==> src/rtl/param_sync_fifo_if.sv <==
// Producer/consumer handshake bundle for param_sync_fifo.
// The FIFO takes the slave modport; the environment drives through master.
interface param_sync_fifo_if #(
    parameter int DATA_WIDTH = 16,
    parameter int DEPTH      = 8
);
    logic [DATA_WIDTH-1:0]        data_in;
    logic                         wr_en;
    logic                         rd_en;
    logic [DATA_WIDTH-1:0]        data_out;
    logic                         wr_ack;
    logic                         overflow;
    logic                         underflow;
    logic                         full;
    logic                         empty;
    logic                         almostfull;
    logic                         almostempty;
    logic [$clog2(DEPTH+1)-1:0]   count;

    modport master (
        output data_in, wr_en, rd_en,
        input  data_out, wr_ack, overflow, underflow,
        input  full, empty, almostfull, almostempty, count
    );

    modport slave (
        input  data_in, wr_en, rd_en,
        output data_out, wr_ack, overflow, underflow,
        output full, empty, almostfull, almostempty, count
    );
endinterface

==> src/rtl/param_sync_fifo.sv <==
// Single-clock FIFO with configurable width/depth, threshold flags, occupancy
// count and optional first-word-fall-through read data.
module param_sync_fifo #(
    parameter int DATA_WIDTH = 16,
    parameter int DEPTH      = 8,
    parameter int AF_LEVEL   = DEPTH - 1,
    parameter int AE_LEVEL   = 1,
    parameter bit FWFT       = 1'b0
) (
    input  logic                clk,
    input  logic                rst,
    param_sync_fifo_if.slave    bus
);
    localparam int CW = $clog2(DEPTH + 1);
    localparam int PW = $clog2(DEPTH);

    localparam logic [PW-1:0] LAST_PTR = PW'(DEPTH - 1);
    localparam logic [CW-1:0] FULL_CNT = CW'(DEPTH);
    localparam logic [CW-1:0] AF_CNT   = CW'(AF_LEVEL);
    localparam logic [CW-1:0] AE_CNT   = CW'(AE_LEVEL);

    logic [DATA_WIDTH-1:0] mem [DEPTH];
    logic [PW-1:0]         wr_ptr;
    logic [PW-1:0]         rd_ptr;
    logic [CW-1:0]         count;
    logic [DATA_WIDTH-1:0] dout_q;
    logic                  wr_ack_q;
    logic                  overflow_q;
    logic                  underflow_q;

    logic full;
    logic empty;
    logic rd_acc;
    logic wr_acc;

    // Pointers wrap explicitly so DEPTH need not be a power of two.
    function automatic logic [PW-1:0] next_ptr(input logic [PW-1:0] p);
        return (p == LAST_PTR) ? '0 : p + PW'(1);
    endfunction

    always_comb begin
        full   = (count == FULL_CNT);
        empty  = (count == '0);
        rd_acc = bus.rd_en && !empty;
        wr_acc = bus.wr_en && (!full || rd_acc);
    end

    always_ff @(posedge clk) begin
        if (wr_acc) begin
            mem[wr_ptr] <= bus.data_in;
        end
    end

    always_ff @(posedge clk or posedge rst) begin
        if (rst) begin
            wr_ptr      <= '0;
            rd_ptr      <= '0;
            count       <= '0;
            dout_q      <= '0;
            wr_ack_q    <= 1'b0;
            overflow_q  <= 1'b0;
            underflow_q <= 1'b0;
        end else begin
            if (wr_acc) begin
                wr_ptr <= next_ptr(wr_ptr);
            end
            if (rd_acc) begin
                rd_ptr <= next_ptr(rd_ptr);
                dout_q <= mem[rd_ptr];
            end
            unique case ({wr_acc, rd_acc})
                2'b10:   count <= count + CW'(1);
                2'b01:   count <= count - CW'(1);
                default: count <= count;
            endcase
            wr_ack_q    <= wr_acc;
            overflow_q  <= bus.wr_en && !wr_acc;
            underflow_q <= bus.rd_en && !rd_acc;
        end
    end

    // In FWFT mode dout_q still captures each popped word, so it is exactly
    // the value to hold once the FIFO runs empty; memory is registered, so
    // there is no path from data_in to data_out.
    generate
        if (FWFT) begin : g_fwft
            assign bus.data_out = empty ? dout_q : mem[rd_ptr];
        end else begin : g_reg
            assign bus.data_out = dout_q;
        end
    endgenerate

    assign bus.wr_ack      = wr_ack_q;
    assign bus.overflow    = overflow_q;
    assign bus.underflow   = underflow_q;
    assign bus.full        = full;
    assign bus.empty       = empty;
    assign bus.almostfull  = (count >= AF_CNT) && (count < FULL_CNT);
    assign bus.almostempty = !empty && (count <= AE_CNT);
    assign bus.count       = count;
endmodule

==> src/flat_wrapper.sv <==
// flat-port wrapper written by rule: the top's interface ports become plain ports
module param_sync_fifo_flat 
#(
    parameter int DATA_WIDTH = 16,
    parameter int DEPTH      = 8,
    parameter int AF_LEVEL   = DEPTH - 1,
    parameter int AE_LEVEL   = 1,
    parameter bit FWFT       = 1'b0
)
  (clk, rst, bus_data_in, bus_wr_en, bus_rd_en, bus_data_out, bus_wr_ack, bus_overflow, bus_underflow, bus_full, bus_empty, bus_almostfull, bus_almostempty, bus_count);
  param_sync_fifo_if #(.DATA_WIDTH(DATA_WIDTH), .DEPTH(DEPTH)) bus_i ();
  input  logic clk;
  input  logic rst;
  input wire logic [$bits(bus_i.data_in)-1:0] bus_data_in;
  input wire logic [$bits(bus_i.wr_en)-1:0] bus_wr_en;
  input wire logic [$bits(bus_i.rd_en)-1:0] bus_rd_en;
  output wire logic [$bits(bus_i.data_out)-1:0] bus_data_out;
  output wire logic [$bits(bus_i.wr_ack)-1:0] bus_wr_ack;
  output wire logic [$bits(bus_i.overflow)-1:0] bus_overflow;
  output wire logic [$bits(bus_i.underflow)-1:0] bus_underflow;
  output wire logic [$bits(bus_i.full)-1:0] bus_full;
  output wire logic [$bits(bus_i.empty)-1:0] bus_empty;
  output wire logic [$bits(bus_i.almostfull)-1:0] bus_almostfull;
  output wire logic [$bits(bus_i.almostempty)-1:0] bus_almostempty;
  output wire logic [$bits(bus_i.count)-1:0] bus_count;
  assign bus_i.data_in = bus_data_in;
  assign bus_i.wr_en = bus_wr_en;
  assign bus_i.rd_en = bus_rd_en;
  assign bus_data_out = bus_i.data_out;
  assign bus_wr_ack = bus_i.wr_ack;
  assign bus_overflow = bus_i.overflow;
  assign bus_underflow = bus_i.underflow;
  assign bus_full = bus_i.full;
  assign bus_empty = bus_i.empty;
  assign bus_almostfull = bus_i.almostfull;
  assign bus_almostempty = bus_i.almostempty;
  assign bus_count = bus_i.count;
  param_sync_fifo #(.DATA_WIDTH(DATA_WIDTH), .DEPTH(DEPTH), .AF_LEVEL(AF_LEVEL), .AE_LEVEL(AE_LEVEL), .FWFT(FWFT)) u_core (.clk(clk), .rst(rst), .bus(bus_i));
endmodule
==> config.mk <==
export PLATFORM = sky130hd
export DESIGN_NAME = param_sync_fifo_flat
export DESIGN_NICKNAME = d
export VERILOG_FILES = /design/src/rtl/param_sync_fifo_if.sv /design/src/rtl/param_sync_fifo.sv /design/src/flat_wrapper.sv
export SDC_FILE = /design/constraint.sdc
export NUM_CORES = 1
export LEC_CHECK = 0
export CORE_UTILIZATION = 25
export CTS_CLUSTER_DIAMETER = 200
export DETAILED_ROUTE_END_ITERATION = 8
export HOLD_SLACK_MARGIN = 0.05
export PLACE_DENSITY_LB_ADDON = 0.15
export SLEW_MARGIN = 0
export SYNTH_ARGS = -nofsm -noshare
export SYNTH_HDL_FRONTEND = slang
export SYNTH_SLANG_ARGS = --single-unit
export TNS_END_PERCENT = 100
==> constraint.sdc <==
create_clock -name clk -period 6.57 [get_ports clk]
set_input_delay 1.314 -clock clk [delete_from_list [all_inputs] [get_ports clk]]
set_output_delay 1.314 -clock clk [all_outputs]
set_load 0.05 [all_outputs]
## Word-level counts from Yosys, hierarchy flattened

Memories as Yosys holds them, arrays and structs flattened. A register that Yosys moved wholly into a read port is not among the register bits.
Index checks and enable logic that the tools add are counted.

- $lt $le $gt $ge: 3
- Mux-type cells: 5
- Add/subtract/negate cells: 4
- Equal/unequal tests: 5
- Reductions and logical operators: 13

Operators by type and width:

| kind | count |
|---|---|
| $pmux W4 S2 | 1 |
| $add A3 B1 Y3 const B | 2 |
| $eq A3 B3 Y1 const B | 2 |
| $logic_and A1 B1 Y1 | 6 |
| $mux W3 | 2 |
| $add A4 B1 Y4 const B | 1 |
| $eq A4 B4 Y1 const B | 1 |
| $ge A4 B3 Y1 const B | 1 |
| $le A4 B1 Y1 const B | 1 |
| $logic_not A1 Y1 | 4 |
| $logic_not A4 Y1 | 1 |
| $lt A4 B4 Y1 const B | 1 |
| $sub A4 B1 Y4 const B | 1 |
| $eq A2 B1 Y1 const B | 1 |
| $eq A2 B2 Y1 const B | 1 |
| $mux W1 | 2 |
| $reduce_bool A2 Y1 | 1 |
| $logic_or A1 B1 Y1 | 1 |

- Bits in writable memories: 128
- Bits in registers: 13
- Output and inout port bits: 27
- Logic and storage cells: 37
- Memories: 1

Memories:

| name | depth | width | rd ports | clocked after Yosys merged registers in | write ports | line | source |
|---|---|---|---|---|---|---|---|
| u_core.mem | 8 | 16 | 1 | 1 | 1 | param_sync_fifo.sv:22 | `logic [DATA_WIDTH-1:0] mem [DEPTH];` |

## Longest topological paths before layout

Gate-level depths: netlist of run 1.

- Depth after elaboration: 7
- Gate-level depth with buffers: 8
- Depth with buffers taken out: 7

## Worst setup path before layout of run 1

OpenSTA, ideal clock, no wires.

- Path type: register to output
- Start point: reg u_core.count[0] (netlist: u_core.bus.count[0])
- End point: out bus_almostempty
- Stages on the path, launching flop included: 4
- Data arrival time: 2703 ps
- Path slack: 2553 ps
- Path buffers: 0
- Data required time: 5256 ps
- Cells stage by stage: dfrtp_1 -> inv_1 -> ha_1 -> nor4b_1

- Word-level cells in the longest chain between the ends: 3
- Elaborated cells between the ends (all ways): 4
- Those cells by class: 1 x order compare; 3 x reduce/logical

RTL lines:

| item | line | source |
|---|---|---|
| start: declaration | param_sync_fifo.sv:25 | `logic [CW-1:0] count;` |
| start signal: assignment | param_sync_fifo.sv:72 | `2'b10: count <= count + CW'(1);` |
| start signal: assignment | param_sync_fifo.sv:73 | `2'b01: count <= count - CW'(1);` |
| start signal: assignment | param_sync_fifo.sv:74 | `default: count <= count;` |
| branches (longest 2 deep; another with $le A4 B1 Y1) | -- |  |
| $logic_and A1 B1 Y1 * | param_sync_fifo.sv:99 | `assign bus.almostempty = !empty && (count <= AE_CNT);` |
| end: declaration | flat_wrapper.sv:24 | `output wire logic [$bits(bus_i.almostempty)-1:0] bus_almostempty;` |

Mark *: on every way between the ends.

## Worst setup path in the final report of run 1

- Start point: reg u_core.count[0] (netlist: u_core.bus.count[0])
- End point: out bus_empty

- Word-level cells in the longest chain between the ends: 1

RTL lines:

| item | line | source |
|---|---|---|
| $logic_not A4 Y1 | param_sync_fifo.sv:43 | `empty = (count == '0);` |
| end: declaration | flat_wrapper.sv:22 | `output wire logic [$bits(bus_i.empty)-1:0] bus_empty;` |

No other way between the ends.

==> results.cfg, run 1 <==
[flow_run]
drv_cap = 0

[route]
drtIter0Drc = 221
wl_per_cell_um = 16.4
wirelength_mm = 13.0
vias = 3362
via_per_inst = 4.26
drt_first_pass_iters = 5
drc = 0
ant_nets = 0

[sta]
slew_headroom_pct = 20.8
tightest_slew_ps = 1190
fin_tns_setup_ps = 0
setup_violations = 0
finalHoldViolCount = 0
min_period_ps = 3780
skew_ps = 6.74
period_share_pct = 57.5
fmax_mhz = 265
rsz0062_at_grt = no
drv_slew = 0

[grt]
antenna_found_initial = 0
grt_max_degree = 68
grt_pass1_vias = 3308
grt_pass1_wl_mm = 19.8
grt_usage_pct = 10.6
gr-total-overflow = 0

[placement]
gp_congestion = 0.699
dp_hpwl_mm = 7.49
portBuffers = 46

[critical_path]
crit_fanout = 6
worst-endpoint-arrival_ps = 2460
cp.required_ps = 5260
crit_type = reg -> out
endpoint_kind = output port
startpoint_type = register

[power]
p_leak_nw = 2.77
power_density_nw_per_um2 = 464
vdd_drop_max_v = 0.000199

[die]
rows = 57
ios = 47
die_y_um = 160
die_area_um2 = 25500
coreArea_um2 = 24400
fp.dieW_um = 160
start_util_pct = 25.5

[layout]
nNetsFinal = 479
drive_gt1_share_pct = 11.4
multi_input_area_um2 = 1570
area_growth_pct = 23.6
n_fill_cell = 2392
seqCellArea_um2 = 4570
fin_util_pct = 31.5
diodes = 0

[yosys]
synth_area_per_cell_um2 = 15.6
synth_nets = 425
netlist-cell-type-count = 33
synth-async-reset-ratio_pct = 18.5
synth_edf_count = 128
syn_inst = 398
synth_seq_area_share_pct = 73.5
ys_ff_latch = 157
synth_ff_type = edfxtp_1
yosysWarnings = 0
synthesis.area_um2 = 6220

[clock_tree]
cts_root_buf = clkbuf_16
cts_buffers = 17
path_clk_slew_ps = 60
cts_tree = yes
cts_sinks = 157
cts_resized = 0
h-tree-depth = 4
cts_setup_buffers = 0
insertion_delay_ps = 410
hold_buffers = 0
clk_path_buf_depth = 2

[hold_path]
min_path_type = reg -> reg

[outcome]
status = finished clean
[path summary, 6_finish.rpt]
kind,start,cells past startpoint,slack (ps),endpoint
max,u_core.bus.count[0]$_DFFE_PP0P_,4,2790,bus_empty
min,u_core.bus.data_out[1]$_DFFE_PP0P_,2,490,u_core.bus.data_out[1]$_DFFE_PP0P_
max reg2reg,u_core.bus.count[0]$_DFFE_PP0P_,8,4010,u_core.mem[3][5]$_DFFE_PP_
min reg2reg,u_core.bus.data_out[1]$_DFFE_PP0P_,2,490,u_core.bus.data_out[1]$_DFFE_PP0P_
max in group asynchronous,rst,3,4920,u_core.rd_ptr[0]$_DFFE_PP0P_
min in group asynchronous,rst,3,1310,u_core.bus.data_out[3]$_DFFE_PP0P_
[metrics by stage]
step	hold slack, ps	area, um^2	cells	total power, mW	setup WS (ps)
6_report	485	7690	789	3.57	2790
5_1_grt	506	7690	789	3.77	2630
4_1_cts	489	7690	789	3.62	2760
3_5_place_dp	475	7120	757	2.67	2920
3_3_place_gp	467	7120	757	2.66	2960
2_1_floorplan	522	6220	398	2.24	2550
[state kept, by name, summed over array words and instances (netlist names)]
name	cells
u_core.bus.count	4
u_core.bus.data_out	16
u_core.bus.overflow	1
u_core.bus.underflow	1
u_core.bus.wr_ack	1
u_core.mem	128
u_core.rd_ptr	3
u_core.wr_ptr	3
[where the power goes]
part | internal (mW) | switching (mW) | total (mW)
sequential | 1.28 | 0.103 | 1.38
clock | 0.557 | 0.386 | 0.943
combinational | 0.444 | 0.798 | 1.24
[cell families (layout without fill, tap and decap cells)]
group | Yosys count | count (layout) | share of synthesized area [%]
XOR/XNOR | 4 | 4 | 0.564
flip-flops | 157 | 157 | 73.5
AO/OA/AOI/OAI | 57 | 57 | 6.24
buffers and inverters | 29 | 96 | 1.89
adder cells (fa/ha/maj) | 7 | 7 | 1.41
AND/OR/NAND/NOR | 78 | 78 | 5.76
multiplexers | 66 | 66 | 10.6
[synthesized netlist by cell type, types with 2 or more instances]
cell type | n | area, um^2
o21ai_0 | 10 | 50.1
inv_1 | 7 | 26.3
o21ai_1 | 9 | 45.0
buf_2 | 7 | 35.0
edfxtp_1 | 128 | 3840
dfrtp_1 | 29 | 726
nor2_1 | 9 | 33.8
nor2b_1 | 2 | 12.5
nand2_1 | 42 | 158
or3_1 | 2 | 12.5
nor3_1 | 8 | 40.0
ha_1 | 7 | 87.6
nand2b_1 | 6 | 37.5
xnor2_1 | 3 | 26.3
a21o_1 | 2 | 15.0
and2_1 | 2 | 12.5
a22oi_1 | 32 | 240
mux2i_1 | 65 | 651
clkbuf_1 | 14 | 52.6
[metal layers]
| metal | track usage, % | wire length [um] | vias up |
|---|---|---|---|
| li1 | - | - | 1617 |
| met1 | 14.6 | 6440 | 1676 |
| met2 | 16.1 | 5860 | 62 |
| met3 | 3.19 | 542 | 7 |
| met4 | 3.15 | 120 | 0 |
| met5 | 0 | 0 | - |
[layout make-up]
class                           count  share of cell area (%)
Tap cell                          324                    5.27
Clock inverter                     15                    1.89
Multi-Input combinational cell    212                    20.4
Sequential cell                   157                    59.5
Inverter                            7                   0.342
Clock buffer                       17                    5.53
Timing Repair Buffer               57                    7.06
[placed cells by master, fill, tap and decap left out, types with 3 or more instances in the layout]
| cell type | netlist | final |
|---|---|---|
| o21ai_1 | 9 | 8 |
| a22oi_1 | 32 | 32 |
| nor3_1 | 8 | 4 |
| clkinv_1 | 0 | 4 |
| nor3_2 | 0 | 4 |
| ha_1 | 7 | 7 |
| inv_6 | 0 | 3 |
| dfrtp_1 | 29 | 28 |
| buf_4 | 0 | 11 |
| nand2b_1 | 6 | 6 |
| clkdlybuf4s50_1 | 0 | 46 |
| clkinv_4 | 0 | 3 |
| inv_1 | 7 | 7 |
| edfxtp_1 | 128 | 128 |
| clkbuf_16 | 0 | 17 |
| nand2_1 | 42 | 42 |
| mux2i_1 | 65 | 65 |
| nor2_1 | 9 | 8 |
| xnor2_1 | 3 | 3 |
| o21ai_0 | 10 | 10 |
[worst max-delay path, stage by stage, from the launching register on]
cell and delay (ps):
dfrtp_1 440, inv_1 110, ha_1 240, nor3b_1 380, clkdlybuf4s50_1 890
Power figures use the tool's default switching activity.
==> run 2, diff against run 1 <==
==> constraint.sdc (replaced) <==
create_clock -name clk -period 3.2 [get_ports clk]
set_input_delay 0.64 -clock clk [delete_from_list [all_inputs] [get_ports clk]]
set_output_delay 0.64 -clock clk [all_outputs]
set_load 0.05 [all_outputs]
==> run 2 against run 1 <==
Net effect: sequential share of layout area decreased by 0.91 points; count of clock-buffer cells in the layout increased by 2; combinational power increased by 98%; clock skew increased by 2.3 ps; via count increased by 1.6%; cell count increased by 1.0%; first-iteration DRC count decreased by 30%; clock power increased by 120%; hold slack about the same.
==> results.cfg, run 2 (synthesized netlist as in run 1, its figures left out) <==
[critical_path]
crit_type = reg -> out
startpoint_type = register
regToRegEndpoint = u_core.rd_ptr[2]$_DFFE_PP0P_
worst-endpoint-arrival_ps = 2400
cp-startpoint = u_core.bus.count[0]$_DFFE_PP0P_
endpoint = bus_full
cp.required_ps = 2560
r2r_slack_ps = 900
crit_fanout = 7
worstReg2RegStart = u_core.bus.count[0]$_DFFE_PP0P_
r2r_cells = 5
endpoint_kind = output port

[clock_tree]
cts_tree = yes
h-tree-depth = 4
cts_buffers = 17
cts_resized = 0
cts_setup_buffers = 0
cts_root_buf = clkbuf_16
cts_sinks = 157
path_clk_slew_ps = 60
clk_path_buf_depth = 2
hold_buffers = 0
insertion_delay_ps = 410

[route]
wirelength_mm = 13.5
via_per_inst = 4.29
ant_nets = 0
vias = 3416
wl_per_cell_um = 17.0
drtIter0Drc = 154
drc = 0
drt_first_pass_iters = 4

[die]
start_util_pct = 25.5
fp.dieW_um = 160
ios = 47
die_area_um2 = 25500
die_y_um = 160
rows = 57
coreArea_um2 = 24400

[layout]
area_growth_pct = 25.5
layout_commonest_cell = edfxtp_1
drive_gt1_share_pct = 12.9
nNetsFinal = 487
fin_util_pct = 32.0
diodes = 0
most-common-layout-cells = edfxtp_1, mux2i_1, clkdlybuf4s50_1
regMostFlops = u_core.mem
largest_register_ffs = 128

[sta]
period_share_pct = 95.1
skew_ps = 9.03
finalHoldViolCount = 0
tightest_slew_ps = 870
rsz0062_at_grt = no
fmax_mhz = 329
fin_tns_setup_ps = 0
worst_hold_slack_ps = 486
min_period_ps = 3040
slew_headroom_pct = 41.8
setup_violations = 0
drv_slew = 0
setup_ws_ps = 156

[hold_path]
min_path_type = reg -> reg

[power]
p_seq_share_pct = 40.0
swShare_pct = 35.7
power_mw = 7.47
intPower_mw = 4.81
power_density_nw_per_um2 = 958
p_leak_nw = 2.84
vdd_drop_max_v = 0.000495
p_switching_mw = 2.67
combPwrFrac_pct = 32.8
power_frac_clock_pct = 27.2

[grt]
grt_pass1_vias = 3614
grt_usage_pct = 11.3
antenna_found_initial = 0
grt_pass1_wl_mm = 21.3
grt_max_degree = 45
use_met2_pct = 17.9
use_met1_pct = 14.8
use_met3_pct = 3.25
busiest_layer = met2
gr-total-overflow = 0

[placement]
portBuffers = 46
gp_congestion = 0.712
pre_cts_ws_ps = 492
dp_hpwl_mm = 8.75

[outcome]
status = finished clean

[flow_run]
drv_cap = 0
run 2: per-layer routing:
metal  wire length (um)  part of all wire, %
met5                  0                    0
met2               6320                   47
met1               6700                   49
met3                384                  2.8
met4                134                 0.99
run 2: worst min path at each step:
| stage | from | slack, ps | cells after the start | endpoint |
|---|---|---|---|---|
| 5_1_grt | u_core.bus.data_out[11]$_DFFE_PP0P_ | 520 | 2 | u_core.bus.data_out[11]$_DFFE_PP0P_ |
| 3_3_place_gp | u_core.bus.data_out[11]$_DFFE_PP0P_ | 470 | 2 | u_core.bus.data_out[11]$_DFFE_PP0P_ |
| 3_5_place_dp | u_core.bus.data_out[14]$_DFFE_PP0P_ | 480 | 2 | u_core.bus.data_out[14]$_DFFE_PP0P_ |
| 2_1_floorplan | u_core.rd_ptr[1]$_DFFE_PP0P_ | 520 | 2 | u_core.rd_ptr[1]$_DFFE_PP0P_ |
| 6_report | u_core.bus.data_out[7]$_DFFE_PP0P_ | 490 | 2 | u_core.bus.data_out[7]$_DFFE_PP0P_ |
| 4_1_cts | u_core.bus.data_out[7]$_DFFE_PP0P_ | 490 | 2 | u_core.bus.data_out[7]$_DFFE_PP0P_ |
run 2: final cells by class:
| cell class | count | area (um^2) |
|---|---|---|
| timing repair buffer | 65 | 618 |
| multi-input combinational | 212 | 1580 |
| sequential | 157 | 4570 |
| tap | 324 | 405 |
| clock inverter | 13 | 166 |
| inverter | 7 | 26.3 |
| fill | 2416 | 16600 |
| clock buffer | 19 | 433 |
run 2: critical path, cell delays in order (launching register included):
cell and delay (ps):
dfrtp_1 430, inv_1 110, ha_1 270, nand2b_1 220, nor2_1 150, clkdlybuf4s50_1 810
run 2: power groups by stage:
stage	combinational [mW]	clock, mW	sequential (mW)
2_1_floorplan	1.32	0	3.30
3_3_place_gp	2.48	0	3.02
3_5_place_dp	2.51	0	3.04
4_1_cts	2.51	2.11	3.00
5_1_grt	2.67	2.17	3.05
6_report	2.45	2.03	2.99
run 2: through the flow:
stage	cell area, um^2	instances
floorplan	6230	398
global placement	7200	765
detailed placement	7200	765
CTS	7800	797
global route	7800	797
finish	7800	797
==> run 3, diff against run 2 <==
--- a/config.mk
+++ b/config.mk
@@ -5,7 +5,8 @@
 export SDC_FILE = /design/constraint.sdc
 export NUM_CORES = 1
 export LEC_CHECK = 0
-export CORE_UTILIZATION = 25
+export ABC_AREA = 1
+export CORE_UTILIZATION = 53
 export CTS_CLUSTER_DIAMETER = 200
 export DETAILED_ROUTE_END_ITERATION = 8
 export HOLD_SLACK_MARGIN = 0.05
==> run 3 against run 2 <==
Net effect: clock power is 7% lower; hold slack got worse by 8.7 ps; setup slack better by 42 ps; critical endpoint unchanged; largest power group is now combinational cells.
==> results.cfg, run 3 <==
[outcome]
status = finished clean

[layout]
regMostFlops = u_core.mem
diodes = 0
area_growth_pct = 17.4
layout_commonest_cell = nand2_1
instances_no_fill = 849
fin_util_pct = 64.7
largest_register_ffs = 128
drive_gt1_share_pct = 10.3
most-common-layout-cells = nand2_1, edfxtp_1, nand3_1
nNetsFinal = 695

[route]
drtIter0Drc = 433
wirelength_mm = 15.6
drt_first_pass_iters = 5
wl_per_cell_um = 18.3
vias = 4479
ant_nets = 0
via_per_inst = 5.28
drc = 0

[critical_path]
worst-endpoint-arrival_ps = 2360
crit_fanout = 7
critical_path.cell_chain = inv_1, ha_1, nand3_2, inv_2, clkdlybuf4s50_1
crit_slowest_cell = clkdlybuf4s50_1
endpoint_kind = output port
cp.required_ps = 2560
cp-startpoint = u_core.bus.count[0]$_DFFE_PP0P_
startpoint_type = register
cpPeakStageDelay_ps = 800
crit_type = reg -> out
cp_top_family = buffers and inverters
crit_buf_inv = 3
worstReg2RegStart = u_core.bus.count[0]$_DFFE_PP0P_

[yosys]
synth_edf_count = 128
synth_area_per_cell_um2 = 10.8
netlist-cell-type-count = 26
ys_ff_latch = 157
synth_nets = 645
yosys.area.top_type_share_pct = 57.4
synth-async-reset-ratio_pct = 18.5
syn_inst = 618
synth_top_cell_by_area = edfxtp_1
synthTopCellsByArea = edfxtp_1, nand2_1, dfrtp_1
synthesis.area_um2 = 6700
yosysMostFrequentCell = nand2_1
yosysWarnings = 0
synth_seq_area_share_pct = 68.2
netlist_top_cells_count = nand2_1, edfxtp_1, nand3_1
synth_ff_type = edfxtp_1

[hold_path]
hold_path_startpoint = u_core.bus.data_out[1]$_DFFE_PP0P_
min_path_type = reg -> reg

[clock_tree]
clk_path_buf_depth = 2
cts_setup_buffers = 0
cts_buffers = 17
path_clk_slew_ps = 60
hold_buffers = 0
cts_root_buf = clkbuf_16
cts_sinks = 157
h-tree-depth = 4
cts_tree = yes
insertion_delay_ps = 430
cts_resized = 0

[die]
die_y_um = 114
die_area_um2 = 13100
start_util_pct = 55.1
ios = 47
rows = 40
fp.dieW_um = 114
coreArea_um2 = 12200

[sta]
rsz0062_at_grt = no
tightest_slew_ps = 847
min_period_ps = 3000
drv_slew = 0
skew_ps = 8.00
setup_violations = 0
finalHoldViolCount = 0
fin_tns_setup_ps = 0
setup_ws_ps = 198
slew_headroom_pct = 43.5
fmax_mhz = 333
worst_hold_slack_ps = 477
period_share_pct = 93.8

[power]
p_leak_nw = 3.27
power_density_nw_per_um2 = 978
vdd_drop_max_v = 0.000484

[grt]
grt_pass1_wl_mm = 23.5
gr-total-overflow = 0
grt_max_degree = 67
grt_usage_pct = 26.1
grt_pass1_vias = 4243
antenna_found_initial = 0

[placement]
pre_cts_ws_ps = 635
place_inst = 817
dp_hpwl_mm = 9.85
portBuffers = 46
gp_congestion = 0.922

[flow_run]
drv_cap = 0
[run 3: changes by cell type after synthesis, moves of 6 or more]
cell,previous run,this run
nand3_2,0,19
nor2_1,9,46
nand2_1,42,221
clkbuf_1,14,5
buf_2,7,17
inv_1,7,45
nand2b_1,6,0
nor3_1,8,1
mux2i_1,65,0
a22oi_1,32,0
nand3_1,0,56
o21ai_0,10,16
[run 3: report_power, final]
group / internal, mW / total, mW / switching, mW
clock network: 1.13 / 1.88 / 0.754
registers: 2.61 / 2.86 / 0.244
logic: 0.881 / 2.95 / 2.07
[run 3: metrics by stage]
stage | area [um^2] | total power [mW]
3_5_place_dp | 7310 | 5.84
2_1_floorplan | 6700 | 4.96
3_3_place_gp | 7310 | 5.77
6_report | 7860 | 7.69
4_1_cts | 7860 | 7.72
5_1_grt | 7860 | 8.10
[run 3: path summary, 6_finish.rpt]
| path | to | slack (ps) | cells past startpoint |
|---|---|---|---|
| max reg2reg | u_core.mem[5][2]$_DFFE_PP_ | 1010 | 8 |
| min in group asynchronous | u_core.bus.wr_ack$_DFF_PP0_ | 700 | 2 |
| max in group asynchronous | u_core.bus.data_out[9]$_DFFE_PP0P_ | 1820 | 3 |
| max | bus_full | 200 | 5 |
| min reg2reg | u_core.bus.data_out[1]$_DFFE_PP0P_ | 480 | 2 |
| min | u_core.bus.data_out[1]$_DFFE_PP0P_ | 480 | 2 |
[run 3: worst register-to-register path, stage by stage, from the launching register on]
cell,delay [ps]
dfrtp_1,450
inv_1,120
ha_1,290
nand3_2,130
inv_2,60
a21oi_4,330
nand2_4,100
nor2_1,120
buf_4,260
[run 3: cell families after synthesis]
| logic type | Yosys count | synth area share [%] |
|---|---|---|
| simple gates | 351 | 23.2 |
| flops | 157 | 68.2 |
| buf+inv | 77 | 5.06 |
| compound gates | 24 | 1.96 |
| fa+ha+maj | 7 | 1.31 |
| xor+xnor | 2 | 0.262 |
[run 3: cell type report]
type / instances / area [um^2]
multi-input combinational: 384 / 1790
clock inverter: 6 / 62.6
tap: 168 / 210
timing repair buffer: 58 / 551
clock buffer: 26 / 489
sequential: 157 / 4570
fill: 958 / 4300
inverter: 50 / 190
[run 3: metal layers]
metal	track usage [%]	up-vias	routed length, um
li1	-	2137	-
met1	34.0	2127	6190
met2	41.5	184	7670
met3	6.30	31	1190
met4	12.3	0	499
met5	0	-	0
